--- src/rtl/mips_pkg.sv ---
// ---------------------------------------------------------------------------
// mips_pkg
// Constants and types shared by the P7 pipeline stages (F/D/E/M) and CP0.
//   npc_sel_e   : next-PC source encoding carried from D to F
//   EXC_*       : CP0 ExcCode values
//   PC_RESET    : PC after reset
//   EXC_ENTRY   : exception/interrupt handler entry
//   IM_BASE/TOP : legal instruction-fetch window (inclusive)
//   word_addr_ok: alignment plus window check reused by F and M stages
// ---------------------------------------------------------------------------
package mips_pkg;

  typedef enum logic [1:0] {
    NPC_SEQ = 2'd0,
    NPC_BR  = 2'd1,
    NPC_J   = 2'd2,
    NPC_JR  = 2'd3
  } npc_sel_e;

  localparam logic [4:0] EXC_NONE = 5'd0;
  localparam logic [4:0] EXC_ADEL = 5'd4;
  localparam logic [4:0] EXC_ADES = 5'd5;

  localparam logic [31:0] PC_RESET  = 32'h0000_3000;
  localparam logic [31:0] EXC_ENTRY = 32'h0000_4180;
  localparam logic [31:0] IM_BASE   = 32'h0000_3000;
  localparam logic [31:0] IM_TOP    = 32'h0000_6ffc;

  // True when addr is word aligned and lies inside [lo, hi].
  function automatic logic word_addr_ok(input logic [31:0] addr,
                                        input logic [31:0] lo,
                                        input logic [31:0] hi);
    return (addr[1:0] == 2'b00) && (addr >= lo) && (addr <= hi);
  endfunction

endpackage

--- src/rtl/f_fetch_ctrl_if.sv ---
// ---------------------------------------------------------------------------
// f_fetch_ctrl_if
// Bundle between the fetch controller and the rest of the pipeline.
//   D-side control : F_WE, D_npc_sel, D_*_target, D_is_jump, D_eret
//   CP0            : req, EPC_in
//   Instr memory   : IM_addr (out), IM_instr (in, combinational read)
//   F bundle       : F_command, F_PC, F_EPC, F_exc, F_BD (to D register)
// master = fetch controller, slave = surrounding pipeline / bench.
// ---------------------------------------------------------------------------
interface f_fetch_ctrl_if;

  logic        F_WE;
  logic [1:0]  D_npc_sel;
  logic [31:0] D_br_target;
  logic [31:0] D_j_target;
  logic [31:0] D_jr_target;
  logic        D_is_jump;
  logic        D_eret;
  logic        req;
  logic [31:0] EPC_in;
  logic [31:0] IM_instr;

  logic [31:0] IM_addr;
  logic [31:0] F_command;
  logic [31:0] F_PC;
  logic [31:0] F_EPC;
  logic [4:0]  F_exc;
  logic        F_BD;

  modport master (
    input  F_WE, D_npc_sel, D_br_target, D_j_target, D_jr_target,
           D_is_jump, D_eret, req, EPC_in, IM_instr,
    output IM_addr, F_command, F_PC, F_EPC, F_exc, F_BD
  );

  modport slave (
    output F_WE, D_npc_sel, D_br_target, D_j_target, D_jr_target,
           D_is_jump, D_eret, req, EPC_in, IM_instr,
    input  IM_addr, F_command, F_PC, F_EPC, F_exc, F_BD
  );

endinterface

--- src/rtl/f_fetch_ctrl_adel.sv ---
// ---------------------------------------------------------------------------
// f_adel_check
// Combinational address-error check for an instruction fetch.
//   pc_i    : fetch address
//   fault_o : 1 when pc_i is misaligned or outside [BASE, TOP]
// The M stage instantiates the same pattern for data AdEL/AdES.
// ---------------------------------------------------------------------------
module f_adel_check
  import mips_pkg::*;
#(
  parameter logic [31:0] BASE = mips_pkg::IM_BASE,
  parameter logic [31:0] TOP  = mips_pkg::IM_TOP
) (
  input  logic [31:0] pc_i,
  output logic        fault_o
);

  assign fault_o = !word_addr_ok(pc_i, BASE, TOP);

endmodule

--- src/rtl/f_fetch_ctrl.sv ---
// ---------------------------------------------------------------------------
// f_fetch_ctrl
// F-stage fetch controller of the P7 pipeline. Owns the PC, drives the
// instruction-memory address and builds the F bundle latched by D.
//   clk : clock
//   res : synchronous active-high reset
//   bus : f_fetch_ctrl_if.master
//         inputs  F_WE, D_npc_sel, D_br/j/jr_target, D_is_jump, D_eret,
//                 req, EPC_in, IM_instr
//         outputs IM_addr, F_command, F_PC, F_EPC, F_exc, F_BD
// Next-PC priority: res > req > D_eret > stall (F_WE=0) > D_npc_sel > PC+4.
// ---------------------------------------------------------------------------
module f_fetch_ctrl #(
  parameter logic [31:0] PC_RESET  = mips_pkg::PC_RESET,
  parameter logic [31:0] EXC_ENTRY = mips_pkg::EXC_ENTRY,
  parameter logic [31:0] IM_BASE   = mips_pkg::IM_BASE,
  parameter logic [31:0] IM_TOP    = mips_pkg::IM_TOP,
  parameter logic [4:0]  EXC_ADEL  = mips_pkg::EXC_ADEL
) (
  input  logic          clk,
  input  logic          res,
  f_fetch_ctrl_if.master bus
);

  import mips_pkg::*;

  logic [31:0] pc_q;
  logic [31:0] pc_d;
  logic        fetchFault;
  logic        killFetch;
  npc_sel_e    npcSel;

  assign npcSel = npc_sel_e'(bus.D_npc_sel);

  // Redirects from CP0 (req, eret) bypass the hazard stall: the pipeline
  // is being flushed, so holding the PC would fetch from a dead stream.
  always_comb begin
    pc_d = pc_q;
    if (bus.req) begin
      pc_d = EXC_ENTRY;
    end else if (bus.D_eret) begin
      pc_d = bus.EPC_in;
    end else if (bus.F_WE) begin
      unique case (npcSel)
        NPC_BR:  pc_d = bus.D_br_target;
        NPC_J:   pc_d = bus.D_j_target;
        NPC_JR:  pc_d = bus.D_jr_target;
        default: pc_d = pc_q + 32'd4;
      endcase
    end
  end

  always_ff @(posedge clk) begin
    if (res) begin
      pc_q <= PC_RESET;
    end else begin
      pc_q <= pc_d;
    end
  end

  f_adel_check #(
    .BASE (IM_BASE),
    .TOP  (IM_TOP)
  ) u_adel (
    .pc_i    (pc_q),
    .fault_o (fetchFault)
  );

  // The sequential fetch sitting behind an eret in D is discarded, so it
  // must neither carry an instruction nor report an address error.
  assign killFetch = bus.D_eret;

  assign bus.IM_addr   = pc_q;
  assign bus.F_PC      = pc_q;
  assign bus.F_BD      = bus.D_is_jump;
  assign bus.F_EPC     = bus.D_is_jump ? (pc_q - 32'd4) : pc_q;
  assign bus.F_command = (killFetch || fetchFault) ? 32'h0 : bus.IM_instr;
  assign bus.F_exc     = killFetch  ? EXC_NONE :
                         fetchFault ? EXC_ADEL : EXC_NONE;

endmodule
--- src/flat_wrapper.sv ---
// flat-port wrapper written by rule: the top's interface ports become plain ports
module f_fetch_ctrl_flat import mips_pkg::*;
#(
  parameter logic [31:0] PC_RESET  = mips_pkg::PC_RESET,
  parameter logic [31:0] EXC_ENTRY = mips_pkg::EXC_ENTRY,
  parameter logic [31:0] IM_BASE   = mips_pkg::IM_BASE,
  parameter logic [31:0] IM_TOP    = mips_pkg::IM_TOP,
  parameter logic [4:0]  EXC_ADEL  = mips_pkg::EXC_ADEL
)
  (clk, res, bus_F_WE, bus_D_npc_sel, bus_D_br_target, bus_D_j_target, bus_D_jr_target, bus_D_is_jump, bus_D_eret, bus_req, bus_EPC_in, bus_IM_instr, bus_IM_addr, bus_F_command, bus_F_PC, bus_F_EPC, bus_F_exc, bus_F_BD);
  f_fetch_ctrl_if bus_i ();
  input  logic clk;
  input  logic res;
  input wire logic [$bits(bus_i.F_WE)-1:0] bus_F_WE;
  input wire logic [$bits(bus_i.D_npc_sel)-1:0] bus_D_npc_sel;
  input wire logic [$bits(bus_i.D_br_target)-1:0] bus_D_br_target;
  input wire logic [$bits(bus_i.D_j_target)-1:0] bus_D_j_target;
  input wire logic [$bits(bus_i.D_jr_target)-1:0] bus_D_jr_target;
  input wire logic [$bits(bus_i.D_is_jump)-1:0] bus_D_is_jump;
  input wire logic [$bits(bus_i.D_eret)-1:0] bus_D_eret;
  input wire logic [$bits(bus_i.req)-1:0] bus_req;
  input wire logic [$bits(bus_i.EPC_in)-1:0] bus_EPC_in;
  input wire logic [$bits(bus_i.IM_instr)-1:0] bus_IM_instr;
  output wire logic [$bits(bus_i.IM_addr)-1:0] bus_IM_addr;
  output wire logic [$bits(bus_i.F_command)-1:0] bus_F_command;
  output wire logic [$bits(bus_i.F_PC)-1:0] bus_F_PC;
  output wire logic [$bits(bus_i.F_EPC)-1:0] bus_F_EPC;
  output wire logic [$bits(bus_i.F_exc)-1:0] bus_F_exc;
  output wire logic [$bits(bus_i.F_BD)-1:0] bus_F_BD;
  assign bus_i.F_WE = bus_F_WE;
  assign bus_i.D_npc_sel = bus_D_npc_sel;
  assign bus_i.D_br_target = bus_D_br_target;
  assign bus_i.D_j_target = bus_D_j_target;
  assign bus_i.D_jr_target = bus_D_jr_target;
  assign bus_i.D_is_jump = bus_D_is_jump;
  assign bus_i.D_eret = bus_D_eret;
  assign bus_i.req = bus_req;
  assign bus_i.EPC_in = bus_EPC_in;
  assign bus_i.IM_instr = bus_IM_instr;
  assign bus_IM_addr = bus_i.IM_addr;
  assign bus_F_command = bus_i.F_command;
  assign bus_F_PC = bus_i.F_PC;
  assign bus_F_EPC = bus_i.F_EPC;
  assign bus_F_exc = bus_i.F_exc;
  assign bus_F_BD = bus_i.F_BD;
  f_fetch_ctrl #(.PC_RESET(PC_RESET), .EXC_ENTRY(EXC_ENTRY), .IM_BASE(IM_BASE), .IM_TOP(IM_TOP), .EXC_ADEL(EXC_ADEL)) u_core (.clk(clk), .res(res), .bus(bus_i));
endmodule
--- config.mk ---
export PLATFORM = sky130hd
export DESIGN_NAME = f_fetch_ctrl_flat
export DESIGN_NICKNAME = d
export VERILOG_FILES = /design/src/rtl/mips_pkg.sv /design/src/rtl/f_fetch_ctrl_if.sv /design/src/rtl/f_fetch_ctrl_adel.sv /design/src/rtl/f_fetch_ctrl.sv /design/src/flat_wrapper.sv
export SDC_FILE = /design/constraint.sdc
export NUM_CORES = 1
export LEC_CHECK = 0
export ABC_AREA = 1
export BUFFER_PORTS_ARGS = -buffer_cell sky130_fd_sc_hd__buf_4
export CORE_AREA = 2 2 117 119
export CTS_CLUSTER_SIZE = 8
export DETAILED_ROUTE_END_ITERATION = 10
export DIE_AREA = 0 0 119 121
export GPL_ROUTABILITY_DRIVEN = 0
export PLACE_DENSITY = 0.73
export SYNTH_ARGS = -nofsm -noshare
export SYNTH_HDL_FRONTEND = slang
export SYNTH_SLANG_ARGS = --single-unit
--- constraint.sdc ---
create_clock -name clk -period 3.4 [get_ports clk]
set_input_delay 0.68 -clock clk [delete_from_list [all_inputs] [get_ports clk]]
set_output_delay 0.68 -clock clk [all_outputs]
set_load 0.02 [all_outputs]
==> results.py <==
metrics = {
    "outcome": {
        "status": "finished, final reports clean",
    },
    "global_routing": {
        "grt_antenna_before_repair": 0,
        "grt_max_degree": 37,
        "grt_pass1_wl_um": 29190,
        "grt-ovfl-total": 0,
        "grt_pass1_vias": 5677,
        "grt_usage": 0.2550,
    },
    "drt": {
        "drtIter0Drc": 406,
        "drcViolationCount": 0,
        "finalWirelength_um": 19090,
        "vias": 6170,
        "ant_nets": 0,
        "via_per_inst": 4.881,
        "drtPass1Iterations": 5,
        "drt-wirelength-per-cell_um": 15.10,
    },
    "clock_network": {
        "cts_buffers": 5,
        "root_buffer": "clkbuf_16",
        "cts_setup_buffers": 0,
        "cts_max_level": 2,
        "cts_tree": "yes",
        "post_cts_resized": 0,
        "cts.sink_count": 32,
        "hold_buffers": 0,
        "clk_pin_slew_ns": 0.06,
        "ctsLongestPathBuffers": 2,
        "clk_latency_ns": 0.28,
    },
    "die": {
        "fp-row-count": 42,
        "start_util": 0.3745,
        "die_y_um": 121,
        "io_pins": 302,
        "chipWidth_um": 119,
        "coreArea_um2": 13090,
        "die-area_um2": 14400,
    },
    "setup_path": {
        "cp-start-kind": "register",
        "crit_type": "reg -> out",
        "path_cells": "nor2_1 > nand2_2 > inv_1 > nand4_1 > nand2_2 > nor3_4 > nand2_4 > buf_4 > nor2_1 > buf_4",
        "max_stage_delay_ns": 0.66,
        "worstRegToRegCells": 10,
        "end_kind": "primary output",
        "crit_arrival_ns": 2.34,
        "r2r-end": "u_core.bus.F_PC[18]$_SDFFE_PP0P_",
        "crit_slowest_cell": "buf_4",
        "cp_max_fo": 32,
        "crit_required_ns": 2.72,
        "path_buf_inv": 3,
        "r2r-start": "u_core.bus.F_PC[3]$_SDFFE_PP0P_",
        "r2r_setup_slack_ns": 1.38,
        "worst_path_dominant_cell_family": "buffers and inverters",
    },
    "placed_design": {
        "portBuffers": 297,
        "place_area_um2": 6947,
        "dpl.hpwl_um": 15830,
        "dpl_worst_slack_ns": 0.6316,
        "dpl.cell_count": 1257,
    },
    "pwr": {
        "power_mw": 1.726,
        "power.leakage_nw": 3.603,
        "peakVddDrop_uv": 158.0,
        "powerDensity_nw_per_um2": 243.7,
    },
    "sta": {
        "relSlewSlack": 0.3839,
        "setup_tns_ns": 0,
        "worst_pin_slew_ns": 0.9231,
        "hold_violations": 0,
        "fin_crit_sh": 0.8896,
        "min_period_ns": 3.025,
        "hold_ws_ns": 0.5578,
        "setup_ws_ns": 0.3755,
        "max_freq_mhz": 330.6,
        "rsz0062_at_grt": "no",
        "drv_slew": 0,
        "setup_viol": 0,
        "finalClockSkew_ns": 0.003806,
    },
    "finish": {
        "largest_register_ffs": 30,
        "fin_util": 0.5414,
        "drive_gt1_frac": 0.3768,
        "fillers": 1369,
        "fin_cells": 1264,
        "final_cell_mix": "316 x buf_4, 271 x nand2_1, 105 x nor2_1",
        "final_common_cell": "buf_4",
        "finalNetCount": 1259,
        "finalInstanceArea_um2": 7084,
        "n_antenna_cell": 0,
        "area_growth_pct": 44.55,
    },
    "synthesis": {
        "yosysWarnings": 0,
        "ys.flop_type": "dfxtp_1",
        "synth.distinct_cells": 49,
        "netlist_area_um2": 4901,
        "avgSynthCellArea_um2": 5.821,
        "synth-async-reset-ratio": 0,
        "synth_seq_cells": 32,
        "yosysSeqAreaShare": 0.1307,
        "synth-edff-count": 0,
        "synthCells": 842,
    },
    "worst_hold_path": {
        "holdPathStages": 2,
        "hp-class": "reg -> reg",
    },
    "run": {
        "max_cap_viol_count": 0,
    },
}
## cell families after synthesis
logic type	Yosys count	synth area share
other	1	0.0007652
AOI/OAI and AO/OA	100	0.1228
and+or+nand+nor	505	0.4953
adders and majority gates	3	0.007660
buffers and inverters	167	0.1820
xor gates and xnor gates	34	0.06076
DFF	32	0.1307
## synth_stat cells (2+ instances only)
cell,n,area [um^2]
nand2_1,271,1017
nor2_1,108,405.4
inv_1,79,296.5
buf_4,43,322.8
nor2_4,42,473.0
a21oi_1,38,190.2
nand3_1,36,180.2
dfxtp_1,32,640.6
xor2_1,29,254.0
o21ai_0,25,125.1
clkbuf_1,19,71.32
a211oi_1,17,127.6
nand2_2,9,56.30
nand4_1,8,50.05
nor2_2,8,50.05
buf_2,7,35.03
buf_6,6,67.56
inv_2,6,22.52
nand3_2,5,50.05
o211ai_1,5,37.54
xnor2_1,5,43.79
or2_2,4,25.02
buf_12,3,60.06
ha_1,3,37.54
nor3_1,3,15.01
a21oi_2,2,17.52
a22o_1,2,17.52
a31oi_1,2,12.51
clkinv_1,2,7.510
nand2_4,2,22.52
nand3b_1,2,15.01
o31ai_1,2,15.01
## power by group
| part | switching, mW | internal [mW] | total [mW] |
|---|---|---|---|
| sequential | 0.0440 | 0.397 | 0.441 |
| combinational | 0.478 | 0.366 | 0.844 |
| clock | 0.176 | 0.266 | 0.442 |
## final cells by class
| cell class | count | area, um^2 | share of cell area |
|---|---|---|---|
| Inverter | 87 | 326.6 | 0.04610 |
| Multi-Input combinational cell | 646 | 3387 | 0.4781 |
| Sequential cell | 32 | 640.6 | 0.09043 |
| Clock buffer | 5 | 125.1 | 0.01766 |
| Timing Repair Buffer | 316 | 2372 | 0.3349 |
| Clock inverter | 2 | 12.51 | 0.001766 |
| Tap cell | 176 | 220.2 | 0.03108 |
## routing by layer
metal  vias to the layer above  wire length, um  GRT usage
met3                        32             1922    0.05216
met5                         -                0          0
li1                       3078                -          -
met4                         0              399    0.07887
met1                      2712             7355     0.3070
met2                       348             9414     0.4551
## how the worst max path moves through the flow
stage / from / cells after the start / to
2_1_floorplan: u_core.bus.F_PC[2]$_SDFFE_PP0P_ / 10 / bus_F_EPC[30]
3_3_place_gp: bus_D_is_jump / 9 / bus_F_EPC[31]
3_5_place_dp: bus_D_is_jump / 10 / bus_F_EPC[30]
4_1_cts: u_core.bus.F_PC[21]$_SDFFE_PP0P_ / 10 / bus_F_command[31]
5_1_grt: u_core.bus.F_PC[21]$_SDFFE_PP0P_ / 10 / bus_F_command[31]
6_report: u_core.bus.F_PC[24]$_SDFFE_PP0P_ / 10 / bus_F_command[31]
## worst register-to-register path, delay by kind of cell (launching register included)
family,cells,cell delay [ns]
compound gates,1,0.14
buf+inv,1,0.08
simple gates,6,0.71
xor+xnor,1,0.17
flops,1,0.52
fa+ha+maj,1,0.31
(Power assumes the default switching activity.)
